File: src/rtl/instr_encoder_loader.sv
// Program-load engine: packs decoded RV32I fields into instruction words and
// writes them to instruction memory. Optional IMM_RANGE_CHECK_EN flags immediates out of range.
module instr_encoder_loader #(
  parameter int                ADDR_W    = 32,
  parameter logic [ADDR_W-1:0] BASE_ADDR = '0,
  parameter int                MAX_WORDS = 64,
  localparam int               CNT_W     = $clog2(MAX_WORDS) + 1
) (
  input  logic              clk,
  input  logic              reset,
  input  logic              start,
  input  logic              in_valid,
  output logic              in_ready,
  input  logic [2:0]        in_fmt,
  input  logic [6:0]        in_op,
  input  logic [4:0]        in_rd,
  input  logic [4:0]        in_rs1,
  input  logic [4:0]        in_rs2,
  input  logic [2:0]        in_funct3,
  input  logic              in_funct7b5,
  input  logic [31:0]       in_imm,
  input  logic              in_last,
  output logic              MemWrite,
  output logic [ADDR_W-1:0] WriteAddr,
  output logic [31:0]       WriteData,
  output logic              busy,
  output logic              done,
  output logic [CNT_W-1:0]  count,
  output logic              err,
  output logic [1:0]        o_dbg_state
);

  // Handshake: a field set transfers on a rising edge where in_valid && in_ready.
  typedef enum logic [1:0] {
    S_IDLE  = 2'd0,
    S_LOAD  = 2'd1,
    S_WRITE = 2'd2,
    S_DONE  = 2'd3
  } state_t;

  localparam logic [CNT_W-1:0] MAX_CNT = CNT_W'(MAX_WORDS);
  localparam logic [31:0]      NOP     = 32'h0000_0013;

  state_t              r_state;
  state_t              w_next;
  logic [31:0]         r_word;
  logic                r_last;
  logic [CNT_W-1:0]    r_count;
  logic                r_err;
  logic [ADDR_W-1:0]   r_addr;

  logic [31:0]         w_enc;
  logic                w_enc_err;
  logic [6:0]          w_f7;
  logic                w_accept;
  logic [CNT_W-1:0]    w_count_inc;

  assign w_f7        = {1'b0, in_funct7b5, 5'b0};
  assign w_accept    = (r_state == S_LOAD) && in_valid;
  assign w_count_inc = r_count + CNT_W'(1);

  always_comb begin
    w_enc     = NOP;
    w_enc_err = 1'b0;
    case (in_fmt)
      3'd0: w_enc = {w_f7, in_rs2, in_rs1, in_funct3, in_rd, in_op};
      3'd1: begin
        // Immediate shifts carry funct7 in the upper immediate bits.
        if (in_op == 7'b0010011 && (in_funct3 == 3'b001 || in_funct3 == 3'b101))
          w_enc = {w_f7, in_imm[4:0], in_rs1, in_funct3, in_rd, in_op};
        else
          w_enc = {in_imm[11:0], in_rs1, in_funct3, in_rd, in_op};
      end
      3'd2: w_enc = {in_imm[11:5], in_rs2, in_rs1, in_funct3, in_imm[4:0], in_op};
      3'd3: begin
        w_enc     = {in_imm[12], in_imm[10:5], in_rs2, in_rs1, in_funct3,
                     in_imm[4:1], in_imm[11], in_op};
        w_enc_err = in_imm[0];
      end
      3'd4: begin
        w_enc     = {in_imm[20], in_imm[10:1], in_imm[11], in_imm[19:12], in_rd, in_op};
        w_enc_err = in_imm[0];
      end
      3'd5: w_enc = {in_imm[31:12], in_rd, in_op};
      default: begin
        w_enc     = NOP;
        w_enc_err = 1'b1;
      end
    endcase
`ifdef IMM_RANGE_CHECK_EN
    case (in_fmt)
      3'd1, 3'd2: if (in_imm[31:11] != {21{in_imm[11]}}) w_enc_err = 1'b1;
      3'd3:       if (in_imm[31:12] != {20{in_imm[12]}}) w_enc_err = 1'b1;
      3'd4:       if (in_imm[31:20] != {12{in_imm[20]}}) w_enc_err = 1'b1;
      3'd5:       if (in_imm[11:0] != 12'd0)             w_enc_err = 1'b1;
      default:    ;
    endcase
`endif
  end

  always_comb begin
    w_next = r_state;
    case (r_state)
      S_IDLE:  if (start) w_next = S_LOAD;
      S_LOAD:  if (in_valid) w_next = S_WRITE;
      S_WRITE: w_next = (r_last || (w_count_inc == MAX_CNT)) ? S_DONE : S_LOAD;
      S_DONE:  w_next = S_IDLE;
      default: w_next = S_IDLE;
    endcase
  end

  always_ff @(posedge clk) begin
    if (reset) begin
      r_state <= S_IDLE;
      r_word  <= '0;
      r_last  <= 1'b0;
      r_count <= '0;
      r_err   <= 1'b0;
      r_addr  <= '0;
    end else begin
      r_state <= w_next;
      case (r_state)
        S_IDLE: if (start) begin
          r_count <= '0;
          r_err   <= 1'b0;
          r_addr  <= BASE_ADDR;
        end
        S_LOAD: if (w_accept) begin
          r_word <= w_enc;
          r_last <= in_last;
          r_err  <= r_err | w_enc_err;
        end
        S_WRITE: begin
          r_count <= w_count_inc;
          r_addr  <= r_addr + ADDR_W'(4);
        end
        default: ;
      endcase
    end
  end

  assign in_ready    = (r_state == S_LOAD);
  assign MemWrite    = (r_state == S_WRITE);
  assign busy        = (r_state != S_IDLE);
  assign done        = (r_state == S_DONE);
  assign WriteAddr   = r_addr;
  assign WriteData   = r_word;
  assign count       = r_count;
  assign err         = r_err;
  assign o_dbg_state = r_state;

endmodule

File: config.mk
export PLATFORM = sky130hd
export DESIGN_NAME = instr_encoder_loader
export DESIGN_NICKNAME = d
export VERILOG_FILES = /design/src/rtl/instr_encoder_loader.sv
export SDC_FILE = /design/constraint.sdc
export NUM_CORES = 1
export LEC_CHECK = 0
export BUFFER_PORTS_ARGS = -buffer_cell sky130_fd_sc_hd__buf_2
export CAP_MARGIN = 20
export CORE_MARGIN = 1
export CORE_UTILIZATION = 50
export DETAILED_ROUTE_END_ITERATION = 6
export PLACE_DENSITY = 0.92
export SYNTH_ARGS = -nofsm -noshare
export SYNTH_HDL_FRONTEND = slang
export SYNTH_SLANG_ARGS = --single-unit
File: constraint.sdc
create_clock -name clk -period 2.3 [get_ports clk]
set_clock_uncertainty 0.15 [all_clocks]
set_input_delay 0.575 -clock clk [delete_from_list [all_inputs] [get_ports clk]]
set_output_delay 0.575 -clock clk [all_outputs]
set_load 0.02 [all_outputs]
Yosys cells after proc, flatten, opt, wreduce, memory -nomap -nowiden. Cells that the tools add are included.

Word-level logic and storage cells: 53. Output and inout bits: 78. Bits of input ports: 66. Register bits after elaboration: 75.

Add/subtract/negate cells: 2. Reduce and logical (&&, ||, !) cells: 15. Eq/ne operators: 15. Bitwise gates (word level): 1. Mux-type cells: 14.

Operator list (count): 32-bit one-hot mux with 6 select lines (1); 32-bit 2-to-1 mux (2); 32-bit one-hot mux with 2 select lines (1); 32-bit by 3-bit adder with 32-bit output, second input constant (1); 7-bit one-hot mux with 2 select lines (1); 3-bit == test, second input constant (3); 2-bit one-hot mux with 4 select lines (1); 7-bit by 1-bit adder with 7-bit output, second input constant (1); 7-bit by 5-bit == test with 1-bit output, second input constant (1); 7-bit == test, second input constant (1); 7-bit 2-to-1 mux (1); 3-bit by 1-bit == test with 1-bit output, second input constant (2); 3-bit by 2-bit == test with 1-bit output, second input constant (2); 2-bit 2-to-1 mux (3); 2-bit AND reduction (3); 2-bit nonzero test (3); 2-bit == test, second input constant (2); 2-bit inequality test, second input constant (2); 1-bit one-hot mux with 2 select lines (2); 4-bit OR reduction (1); 3-bit logical NOT (1); 3-bit AND reduction (1); 2-bit by 1-bit == test with 1-bit output, second input constant (1); 1-bit logical AND (2); other kinds (6) (8).

Longest topological paths before layout.
Depth after elaboration: 6. Gate-level depth with buffers: 7. Depth with buffers taken out: 5.

Worst setup path after synthesis. OpenSTA, ideal clock, no wires.

Kind: reg-to-reg. Start: reg r_state[0] (netlist: o_dbg_state[0]). End: reg r_word[6] (netlist: WriteData[6]). Path slack: 62 ps. Arrival time: 2017 ps. Required time: 2079 ps. Library setup time: 71 ps. Stages on the path, launching flop included: 8. Period minus slack after synthesis: 2238 ps. Buffers on the path: 3. Path through: dfxtp_1 > buf_2 > nor2b_1 > and2_1 > clkbuf_1 > clkbuf_1 > nand3_1 > a21oi_1.

Word-level cells in the longest chain between the ends: 3.

Ends and longest elaborated chain: start, declared (RTL line 44) `state_t r_state;`; start signal, assigned (RTL line 121) `r_state <= w_next;`; 2-bit by 1-bit == test with 1-bit output (*); net in_ready (RTL line 13) `output logic in_ready,`; 1-bit logical AND (RTL line 59) `assign w_accept = (r_state == S_LOAD) && in_valid;`; 2-bit AND reduction (no line) (*); end signal, assigned (RTL line 129) `r_word <= w_enc;`; end, declared (RTL line 46) `logic [31:0] r_word;`.

Mark *: on every way through the listed nets, which the timed path passes. The rest lies on a longest branch. A chain may end at the register's enable or synchronous reset.

Final worst setup path.
Start: reg r_state[0] (netlist: o_dbg_state[0]). End: out in_ready.

Word-level cells in the longest chain between the ends: 1.

Ends and longest elaborated chain: 2-bit by 1-bit == test with 1-bit output (RTL line 142) `assign in_ready = (r_state == S_LOAD);`; end, declared (RTL line 13).

No other way between the ends.

==> metrics.md <==
| Metric | Value |
|---|---|
| Status | complete, no violations |
| Fmax | approximately 450 MHz |
| Top cells by count, synth | 73 x dfxtp_1, 41 x nor2_1, 38 x nand2_1 |
| Vias in the first global route | ~4300 |
| Fill cells | between 600 and 700 |
| Reg2Reg Depth | 4 |
| Max-cap violation count | 0 |
| Req. time, crit path | about 1.6 ns |
| Worst hold path type | flop to flop |
| Detail Placement HPWL | approximately 9000 um |
| Top cell family by delay on the critical path | flip-flops |
| CP cell instances | nor2b_1 -> buf_2 |
| Site Rows | 31 |
| Routed vias/inst | between 6 and 7 |
| Async set-reset flop share out of synthesis | 0 |
| Synthesized flop and latch total | 73 |
| TritonCTS clock tree | done |
| Critical path's slowest cell | dfxtp_1 |
| TritonCTS Buffers | 9 |
| Layout area overhead | 27.4% |
| Storage cell area | 1460 um^2 |
| Endpoints failing hold | 0 |
| Critical path's largest stage delay | 0.55 ns |
| Core Footprint | approximately 7400 um^2 |
| Tmin final | 2.21 ns |
| Antenna Nets Post-Route | 0 |
| Placer Congestion | slightly above 0.9 |
| EDFF count, synth | 0 |
| Nets@finish | 679 |
| Area of the multi-input gates | between 2000 and 2500 um^2 |
| Die Y | 90.0 um |
| Register area share after synthesis | 0.378 |
| Arrival time worst endpoint | 1.48 ns |
| Initial detailed-routing violation count | 309 |
| Antenna violations before repair | 0 |
| Dpl cells | 699 |
| Die area | between 8000 and 9000 um^2 |
| RSZ-0062 raised after global routing | false |
| Avg Cell Area, Syn | slightly above 8 um^2 |
| Crit Path Max Fanout | 13 |
| IO Pins | 144 |
| Yosys cell types | 57 |
| WS Path Type | flop to output port |
| Clock latency on the worst-skew pair | roughly 0.35 ns |
| Lkg Pwr | about 0.0021 uW |
| Post-Syn Area | 3870 um^2 |
| Layout Cells excl Fill | 716 |
| Clk sinks | between 70 and 80 |
| Drt pass-1 iters | 5 |
| Drt total wl | 12300 um |
| Worst setup SP type | flop |
| Slew HR | 0.482 |
| Cell with the most instances after synthesis | dfxtp_1 |
| Maximum number of pins on one net before global-route repair | 58 |
| YS warnings | 0 |
| Hold Path Depth | 2 |
| Final setup viols | 0 |
| Clock Path Buffers | 2 |
| Primary FF master, synth | dfxtp_1 |
| Via count | ~4500 |
| Setup_tns | 0 ns |
| Synth area leader | dfxtp_1 |
| Stages on worst setup path | 2 |
| Synth top area cells | dfxtp_1 38%, nor2_1 4.0%, nand2_1 3.7% |
| GRT Residual Overflow | 0 |
| CP Capture Type | output port |
| Ratio of cells with drive above 1 in the final layout | 0.310 |
| Max IR drop VDD | 0.338 mV |
| P per Cell Area | between 500 and 600 nW/um^2 |
| Die width | ~90 um |
| Port bufs | between 100 and 150 |
| Post-CTS Setup Bufs | 0 |
| Initial Util | 0.525 |
| Worst slew pin tran | ~0.77 ns |
| Detailed-route DRC error count | 0 |
| Cells after Synth | 471 |
| Hold Buf Count CTS | 0 |
| Share of the synthesized area in the top cell type | 0.378 |
| Tcrit/Tclk final | 0.960 |
| DR WL/cell | between 15 and 20 um |
| Fin. max-slew vios | 0 |
| Root buf cell | clkbuf_8 |
| Post-cts sizing count | 0 |
| Total GRT Usage | 0.306 |
| CP Buf/Inv Count | 1 |
| Wire length of the first global-routing pass | 20200 um |
| H-tree depth | 3 |
| Worst-path clk slew | 0.07 ns |
==> cell usage in the layout (no fill, tap or decap), types with 4 or more instances in the layout <==
master and n:
a211oi_1 5, a21oi_1 26, a221oi_1 8, a22o_1 4, a22oi_1 7, a311oi_1 13, a31oi_1 16, a41oi_1 7
and2_1 7, and3_1 6, and4_1 5, buf_2 141, buf_4 21, clkbuf_8 10, dfxtp_1 73, inv_1 7
mux2_2 7, mux2i_1 7, nand2_1 38, nand2b_1 5, nand3_1 26, nand3b_1 5, nand4_1 8, nor2_1 41
nor2b_1 6, nor3_1 22, nor4_1 4, o211ai_1 6, o21ai_0 18, o2bb2ai_1 16, or4_1 5
==> tightest hold or removal path: cells and delay by family, from the launching register on <==
kind	cells	cell delay (ns)
flops	1	0.31
simple gates	1	0.05
compound gates	1	0.05
==> power by group <==
group / total, uW / internal [uW] / leakage, uW / switching, uW
Clock: 1000 / 529 / 0.0000974 / 471
Combinational: 408 / 164 / 0.00138 / 244
Sequential: 1320 / 1290 / 0.000591 / 25.2
==> registers in the layout, summed over array words and instances (netlist names) <==
register,cells
count,7
o_dbg_state,2
r_last,1
WriteData,32
err,1
WriteAddr,30
==> layout make-up <==
| class | instances | area share |
|---|---|---|
| multi-input cells | 357 | 0.455 |
| flip-flops and latches | 73 | 0.296 |
| repair buffers | 163 | 0.179 |
| clock buffers | 13 | 0.0302 |
| well taps | 99 | 0.0251 |
| clock inverters | 3 | 0.00812 |
| inverters | 7 | 0.00533 |
| diodes | 1 | 0.000507 |
==> logic make-up (layout without fill, tap and decap cells) <==
logic type / Yosys count / in the layout / synth area share
compound gates: 145 / 145 / 0.268
fa+ha+maj: 2 / 2 / 0.00646
buf+inv: 42 / 186 / 0.0436
flops: 73 / 73 / 0.378
mux: 14 / 14 / 0.0385
other cells: 1 / 3 / 0.000969
simple gates: 194 / 194 / 0.265
==> through the flow <==
step	hold slack [ns]	instance area [um^2]	setup slack (ns)	util	total power (uW)
final	0.301	4930	0.0911	0.669	2730
after global routing	0.306	4930	0.0321	0.669	2850
after CTS	0.297	4930	0.113	0.669	2730
after detailed placement	0.291	4740	0.223	0.643	1750
after global placement	0.293	4740	0.255	0.643	1740
after floorplan	0.286	3870	0.0623	-	1580
==> worst paths after layout <==
path                  startpoint             to  slack, ns
hold / removal      WriteData[3]   WriteData[3]       0.30
hold reg to reg     WriteData[3]   WriteData[3]       0.30
setup reg to reg   WriteAddr[14]  WriteAddr[28]       0.17
setup / recovery  o_dbg_state[0]       in_ready       0.09
==> layer usage <==
metal,wire [um],track usage
met5,0,0
met4,306,0.142
met3,1160,0.0829
met2,6210,0.526
met1,4670,0.352
(Power assumes the default switching activity.)
